$ cat config.mk
export PLATFORM = sky130hd
export DESIGN_NAME = core_block_ctrl
export DESIGN_NICKNAME = d
export VERILOG_FILES = /design/src/rtl/core_block_ctrl.sv
export SDC_FILE = /design/constraint.sdc
export NUM_CORES = 1
export LEC_CHECK = 0
export CAP_MARGIN = 0
export CORE_MARGIN = 3
export CORE_UTILIZATION = 39
export DETAILED_ROUTE_END_ITERATION = 6
export GPL_ROUTABILITY_DRIVEN = 0
export PLACE_DENSITY = 0.76
export SETUP_SLACK_MARGIN = 0.4
export SLEW_MARGIN = 20
export SYNTH_ARGS = -nofsm -noshare
export SYNTH_HDL_FRONTEND = slang
export SYNTH_SLANG_ARGS = --single-unit
$ cat constraint.sdc
create_clock -name clk -period 1.4 [get_ports clk]
set_input_delay 0.28 -clock clk [delete_from_list [all_inputs] [get_ports clk]]
set_output_delay 0.28 -clock clk [all_outputs]
set_load 0.005 [all_outputs]
$ cat src/rtl/core_block_ctrl.sv
// -----------------------------------------------------------------------------
// core_block_ctrl
//
// Core-side end of the block dispatch handshake. Latches a block launched by
// the dispatcher, then steps each instruction through
// FETCH -> DECODE -> (REQUEST -> WAIT) -> EXECUTE -> UPDATE until a RET
// retires. core_done is then held until the dispatcher pulses core_reset.
//
// Optional feature (macro CORE_WATCHDOG_EN):
//   A 16-bit cycle counter aborts a FETCH or WAIT that lasts WDT_CYCLES
//   cycles. The abort ends in DONE with err=1. Without the macro, no counter
//   is built, err is tied low, and FETCH/WAIT wait forever.
//
// Parameters:
//   THREADS_PER_BLOCK  threads per block (power of two, >= 1)
//   PC_WIDTH           program counter width
//   WDT_CYCLES         watchdog limit in cycles (watchdog build only)
//
// Ports:
//   clk, reset            clock (rising edge); async active-low global reset
//   core_reset            sync active-high soft reset from the dispatcher
//   core_start            block launch request (only honoured in IDLE)
//   core_block_id         block index, sampled on launch
//   core_thread_count     active thread count, sampled on launch
//   core_done             block finished, held until core_reset
//   block_id              latched block index
//   thread_enable         per-thread active mask
//   pc                    current program counter
//   fetch_req             instruction fetch request
//   fetch_ready           fetched instruction valid (with instr_ret/instr_mem)
//   instr_ret, instr_mem  fetched instruction is RET / is a load-store
//   lsu_req               one-cycle LSU launch pulse
//   lsu_busy              per-thread LSU busy
//   branch_taken          take branch_target in UPDATE
//   branch_target         branch destination
//   exec_en               one-cycle ALU / register-file write pulse
//   err                   watchdog abort flag
// -----------------------------------------------------------------------------
module core_block_ctrl #(
  parameter int THREADS_PER_BLOCK = 4,
  parameter int PC_WIDTH          = 8,
  parameter int WDT_CYCLES        = 255
) (
  input  logic                                clk,
  input  logic                                reset,
  input  logic                                core_reset,
  input  logic                                core_start,
  input  logic [7:0]                          core_block_id,
  input  logic [$clog2(THREADS_PER_BLOCK):0]  core_thread_count,
  output logic                                core_done,
  output logic [7:0]                          block_id,
  output logic [THREADS_PER_BLOCK-1:0]        thread_enable,
  output logic [PC_WIDTH-1:0]                 pc,
  output logic                                fetch_req,
  input  logic                                fetch_ready,
  input  logic                                instr_ret,
  input  logic                                instr_mem,
  output logic                                lsu_req,
  input  logic [THREADS_PER_BLOCK-1:0]        lsu_busy,
  input  logic                                branch_taken,
  input  logic [PC_WIDTH-1:0]                 branch_target,
  output logic                                exec_en,
  output logic                                err
);

  localparam int CNT_W = $clog2(THREADS_PER_BLOCK) + 1;

  typedef enum logic [2:0] {
    S_IDLE,
    S_FETCH,
    S_DECODE,
    S_REQUEST,
    S_WAIT,
    S_EXECUTE,
    S_UPDATE,
    S_DONE
  } state_t;

  state_t                       state;
  state_t                       state_nxt;
  logic                         instr_ret_q;
  logic                         instr_mem_q;
  logic [THREADS_PER_BLOCK-1:0] launch_mask;
  logic                         wdt_hit;

  // Thread i is active when i < core_thread_count. Counts above
  // THREADS_PER_BLOCK therefore saturate to an all-ones mask.
  always_comb begin
    // NOTE: every variable written in a combinational block gets a default
    // first, so no path leaves it unassigned and no latch is inferred.
    launch_mask = '0;
    for (int i = 0; i < THREADS_PER_BLOCK; i++) begin
      launch_mask[i] = (core_thread_count > CNT_W'(i));
    end
  end

  // Next-state logic. Outputs are registered from state_nxt below, so each
  // output rises in the first cycle of its state, with no path from an input.
  always_comb begin
    state_nxt = state;
    case (state)
      S_IDLE:
        if (core_start) begin
          state_nxt = (core_thread_count == '0) ? S_DONE : S_FETCH;
        end
      S_FETCH:
        if (fetch_ready) begin
          state_nxt = S_DECODE;
        end else if (wdt_hit) begin
          state_nxt = S_DONE;
        end
      S_DECODE:
        state_nxt = instr_mem_q ? S_REQUEST : S_EXECUTE;
      S_REQUEST:
        state_nxt = S_WAIT;
      S_WAIT:
        // Busy bits of disabled threads are masked off.
        if ((lsu_busy & thread_enable) == '0) begin
          state_nxt = S_EXECUTE;
        end else if (wdt_hit) begin
          state_nxt = S_DONE;
        end
      S_EXECUTE:
        state_nxt = instr_ret_q ? S_DONE : S_UPDATE;
      S_UPDATE:
        state_nxt = S_FETCH;
      S_DONE:
        state_nxt = S_DONE;
    endcase
    // A soft reset wins over everything, including a same-cycle core_start.
    if (core_reset) begin
      state_nxt = S_IDLE;
    end
  end

  always_ff @(posedge clk or negedge reset) begin
    if (!reset) begin
      state         <= S_IDLE;
      fetch_req     <= 1'b0;
      lsu_req       <= 1'b0;
      exec_en       <= 1'b0;
      core_done     <= 1'b0;
      block_id      <= '0;
      thread_enable <= '0;
      pc            <= '0;
      instr_ret_q   <= 1'b0;
      instr_mem_q   <= 1'b0;
    end else begin
      // NOTE: sequential state uses non-blocking assignments, so every
      // register here samples pre-edge values regardless of statement order.
      state     <= state_nxt;
      fetch_req <= (state_nxt == S_FETCH);
      lsu_req   <= (state_nxt == S_REQUEST);
      exec_en   <= (state_nxt == S_EXECUTE);
      core_done <= (state_nxt == S_DONE);

      if (core_reset) begin
        block_id      <= '0;
        thread_enable <= '0;
        pc            <= '0;
        instr_ret_q   <= 1'b0;
        instr_mem_q   <= 1'b0;
      end else begin
        case (state)
          S_IDLE:
            if (core_start) begin
              block_id      <= core_block_id;
              thread_enable <= launch_mask;
              pc            <= '0;
            end
          S_FETCH:
            if (fetch_ready) begin
              instr_ret_q <= instr_ret;
              instr_mem_q <= instr_mem;
            end
          S_UPDATE:
            // The increment wraps modulo 2^PC_WIDTH.
            pc <= branch_taken ? branch_target : pc + PC_WIDTH'(1);
          default: ;
        endcase
      end
    end
  end

`ifdef CORE_WATCHDOG_EN
  localparam logic [15:0] WDT_LAST = 16'(WDT_CYCLES - 1);

  logic [15:0] wdt_cnt;

  // The counter restarts on every state change, so its value is the number
  // of cycles already spent in the current FETCH or WAIT. The cycle in which
  // it reads WDT_LAST is the WDT_CYCLES-th one, which triggers the abort.
  assign wdt_hit = (wdt_cnt == WDT_LAST);

  always_ff @(posedge clk or negedge reset) begin
    if (!reset) begin
      wdt_cnt <= '0;
      err     <= 1'b0;
    end else if (core_reset) begin
      wdt_cnt <= '0;
      err     <= 1'b0;
    end else begin
      if (state_nxt != state) begin
        wdt_cnt <= '0;
      end else if (state == S_FETCH || state == S_WAIT) begin
        wdt_cnt <= wdt_cnt + 16'd1;
      end
      // FETCH/WAIT reach DONE only through a watchdog abort.
      if (state_nxt == S_DONE && (state == S_FETCH || state == S_WAIT)) begin
        err <= 1'b1;
      end
    end
  end
`else
  assign wdt_hit = 1'b0;
  assign err     = 1'b0;
`endif

endmodule

# After elaboration in Yosys (flattened, before gate mapping)
# Cells that the tools add are included.
[op_classes]
n_addsub = 1
order_cmp = 4
eq_ne = 12
muxes = 24
bitwise = 1
reduce_logical = 11
[ops]
columns = ["operator", "n"]
rows = [
  ["two-way mux 8 bit", 6],
  ["case mux 3 bit (8 select lines)", 1],
  ["== test 3 bit (second input constant)", 6],
  ["two-way mux 3 bit", 6],
  ["case mux 8 bit (2 select lines)", 1],
  ["two-way mux 4 bit", 3],
  ["== test 3 x 2 -> 1 bit (second input constant)", 3],
  ["adder 8 x 1 -> 8 bit (second input constant)", 1],
  ["nonzero test 2 bit", 4],
  ["two-way mux 1 bit", 7],
  ["== test 3 x 1 -> 1 bit (second input constant)", 2],
  ["> comparator 3 x 1 -> 1 bit (second input constant)", 2],
  ["> comparator 3 x 2 -> 1 bit (second input constant)", 2],
  ["logical NOT 3 bit", 2],
  ["AND reduction 2 bit", 3],
  ["bitwise AND 4 bit", 1],
  ["logical NOT 4 bit", 1],
  ["!= test 3 bit (second input constant)", 1],
  ["nonzero test 3 bit", 1],
]
[word_totals]
regBits = 29
in_bits = 31
out_inout_bits = 25
elab_cells = 63

# Logic depth before layout (Yosys ltp)
[logic_depth]
ltp_word = 6
mapped_depth = 6
mapped_depth_nobuf = 5

# Worst setup path before layout
# No wires, ideal clock.
[synth_timing]
path_kind = "flip-flop to flip-flop"
startpoint = "register state[2]"
endpoint = "register thread_enable[3]"
setup_ns = 0.121
t_arrival_ns = 1.387
slack_ns = -0.108
stages_incl_launch_ff = 6
n_path_buf = 2
period_less_slack_ns = 1.508
path_cell_list = "dfrtp_1 buf_2 nor3_2 a21oi_1 buf_2 a22o_2"
[synth_via]
elab_chain_cells = 3
[synth_lines]
columns = ["item", "line_no", "rtl"]
rows = [
  ["start, declared", "79", "state_t state;"],
  ["start signal, assigned", "151", "state <= state_nxt;"],
  ["logical NOT 3 bit", "164", "case (state)"],
  ["nonzero test 2 bit (no line)", "-", ""],
  ["AND reduction 2 bit (no line)", "-", ""],
  ["end signal, assigned", "168", "thread_enable <= launch_mask;"],
  ["end, declared", "52", "output logic [THREADS_PER_BLOCK-1:0] thread_enable,"],
]
# Every way passes these cells.
# A chain may end at the register's enable or synchronous reset.

# Worst setup path in the final report
[layout_timing]
startpoint = "register state[0]"
endpoint = "register fetch_req"
[layout_via]
elab_chain_cells = 4
word_cells_on_any_way = 14
[layout_lines]
columns = ["item", "line_no", "rtl"]
rows = [
  ["== test 3 bit (tied with other cells)", "101", "case (state)"],
  ["case mux 3 bit (8 select lines) *", "101", ""],
  ["two-way mux 3 bit *", "131", "if (core_reset) begin"],
  ["named net state_nxt[2]", "80", "state_t state_nxt;"],
  ["== test 3 x 1 -> 1 bit *", "152", "fetch_req <= (state_nxt == S_FETCH);"],
  ["end signal, assigned", "152", ""],
  ["end, declared", "54", "output logic fetch_req,"],
]
# The timed path passes the listed nets; every way through them passes the cells marked *.

==> flow_summary.toml <==
[power]
pwr_density_cell_nw_per_um2 = 1500
irDropWorstVdd_v = 0.000875
cellLeakagePower_uw = 0.00127

[synth]
syn_avg_cell_area_um2 = 10.7
ys_warn_count = 0
synthCells = 134
synth_cell_types = 43
synth_area_leader_cell = "dfrtp_1"
syn_area_um2 = 1440
synth_xor_area_share_pct = 1.83
ys_ff_latch = 29
yosys.area.top_type_share_pct = 50.4
synth_compound_area_share_pct = 23.7
synth.net_count = 166
yosys.area_share.simple_pct = 15.5
ys_top_cells_by_area = "dfrtp_1, a22o_1, nand2_1"
seq_area_frac_synth_pct = 50.4
synthMuxAreaShare_pct = 2.87
synth_top_family_by_area = "compound AO/OA/AOI/OAI gates"
synthAdderAreaFrac_pct = 0.870

[clocking]
cts_tree = "yes"
holdBufCountCts = 0
cts.sinks = 29
clockBufferDepth = 2
cts_max_level = 2
clk_pin_slew_worst_paths_ns = 0.06
cts_root_buffer = "clkbuf_8"
cts_buffers = 5
clk_latency_ns = 0.28

[layout]
layout-drive-gt1-share_pct = 49.4
layout_commonest_cell = "buf_4"
final_cell_mix = "buf_4, dfrtp_1, clkdlybuf4s50_1"
fin_nets = 270
layoutNonFillerInstCount = 285
design_area_um2 = 2660
antenna_cells = 0
syn2layout_area_growth_pct = 85.0

[placed_design]
hpwl_um = 2790
dp_cells = 246
io_buffers = 54
placed_area_um2 = 2220

[floorplan]
fp.dieH_um = 66.7
die_x_um = 66.7
ioPinCount = 56
rows = 21
start_util_pct = 41.8
die_area_um2 = 4450
core-area_um2 = 3440

[routing]
drt-wirelength-per-cell_um = 16.8
wl_um = 4790
viasPerCell = 5.28
drc_errors = 0
ant_nets = 0
num_vias = 1504
drt-initial-drc-count = 90
first_pass_iters = 4

[sta]
tns_ns = -0.687
finalMaxSlewViolations = 0
setup_viol = 21
finalHoldViolations = 0
max_freq_ghz = 0.655
fin_crit_sh_pct = 109
fin_skew_ns = 0.00375
hold_ws_ns = 0.357
fin_crit_ns = 1.53
setup_ws_ns = -0.126
rsz0062_at_grt = "yes"

[critical_path]
crit_type = "flop to flop"
crit_fanout = 6
critPathSlowestCell = "dfrtp_2"
r2r-start = "state[0]$_DFF_PN0_"
crit_path_end_kind = "flop"
crit_start = "state[0]$_DFF_PN0_"
cp_num_buf_inv = 2
cp.required_ns = 1.59
crit_path_cell_trace = "buf_12, nor4_4, a211oi_4, nand3_2, clkinv_2, nor3_2"
cp_top_family = "simple AND/OR/NAND/NOR gates"
critPathArrivalTime_ns = 1.72
start_kind = "flop"
slowest_delay_ns = 0.45

[worst_hold_path]
hold_class = "input port to asynchronous set/reset pin"

[global_route]
overflow = 0
gr-usage-all-layers_pct = 22.0
grt_antenna_before_repair = 0
grt_pass1_vias = 1544
grt_max_degree = 30
grt_pass1_wl_um = 7250

[run]
drv_cap = 0

[status]
violations = "setup timing"
status = "complete, but fails checks"
## per-stage QoR
| step | worst slack [ns] | utilization (%) | total power [µW] |
|---|---|---|---|
| 2_1_floorplan | -0.0564 | - | 1910 |
| 3_3_place_gp | -0.433 | 64.4 | 2480 |
| 3_5_place_dp | -0.464 | 64.4 | 2530 |
| 4_1_cts | -0.106 | 72.8 | 3680 |
| 5_1_grt | -0.226 | 77.4 | 4210 |
| 6_report | -0.126 | 77.4 | 3990 |
## layer usage
| metal | GRT usage [%] | vias up | routed length, µm |
|---|---|---|---|
| li1 | - | 700 | - |
| met1 | 25.5 | 730 | 1950 |
| met2 | 38.7 | 58 | 2420 |
| met3 | 5.56 | 16 | 281 |
| met4 | 8.38 | 0 | 136 |
| met5 | 0 | - | 0 |
## cells by family after synthesis
logic type      Yosys count
other cells               1
flops                    29
simple gates             39
compound gates           43
mux                       4
xor+xnor                  3
buf+inv                  14
fa+ha+maj                 1
## flip-flops by register name (all words and copies together), names as in the netlist
register / count
block_id: 8
pc: 8
thread_enable: 4
state: 3
core_done: 1
exec_en: 1
fetch_req: 1
instr_mem_q: 1
instr_ret_q: 1
lsu_req: 1
## power by group
part	internal [µW]	switching [µW]	leakage, µW
Combinational	1160	950	0.000829
Clock	443	313	0.0000542
Sequential	1000	119	0.000391
Total	2600	1380	0.00127
## synthesized netlist by cell type, drive strengths merged
master and n:
mux2i 3, conb 1, nor4 1, mux2 1
buf 8, a32o 1, a22o 16, o211ai 1
a222oi 1, xor2 2, o21a 2, inv 4
nand4 1, xnor2 1, or3b 1, nor2 4
nor3 9, nand3 3, ha 1, o311ai 1
nand2 12, and2 1, nand2b 1, a211oi 1
a21oi 4, o21ai 10, clkinv 1, and4bb 1
clkbuf 1, nor2b 3, dfrtp 29, o41ai 1
or3 1, o2bb2ai 2, a211o 1, and3 1
a21o 2
## final cells by class
type                            instances  area [µm²]
Timing Repair Buffer                  104         917
Multi-Input combinational cell         93         837
Fill cell                             215         779
Sequential cell                        29         729
Clock buffer                            7        96.3
Tap cell                               46        57.6
Inverter                                5        20.0
Clock inverter                          1        5.00
## worst paths after layout
check / to / slack [ns] / cells past startpoint
hold / removal: exec_en$_DFF_PN0_ / 0.36 / 2
setup / recovery: fetch_req$_DFF_PN0_ / -0.13 / 6
hold reg to reg: block_id[1]$_DFFE_PN0P_ / 0.51 / 1
min in group clk: thread_enable[3]$_DFFE_PN0P_ / 0.48 / 3
setup reg to reg: fetch_req$_DFF_PN0_ / -0.13 / 6
max in group asynchronous: state[0]$_DFF_PN0_ / 0.86 / 2
## repair_timing
| item | in CTS | in global routing |
|---|---|---|
| pin swaps | 17 | 17 |
| gates resized for setup | 131 | 18 |
| setup endpoints to repair | 53 | 53 |
| cloned | 2 | 0 |
| setup buffers | 19 | 10 |
(Power assumes the default switching activity.)
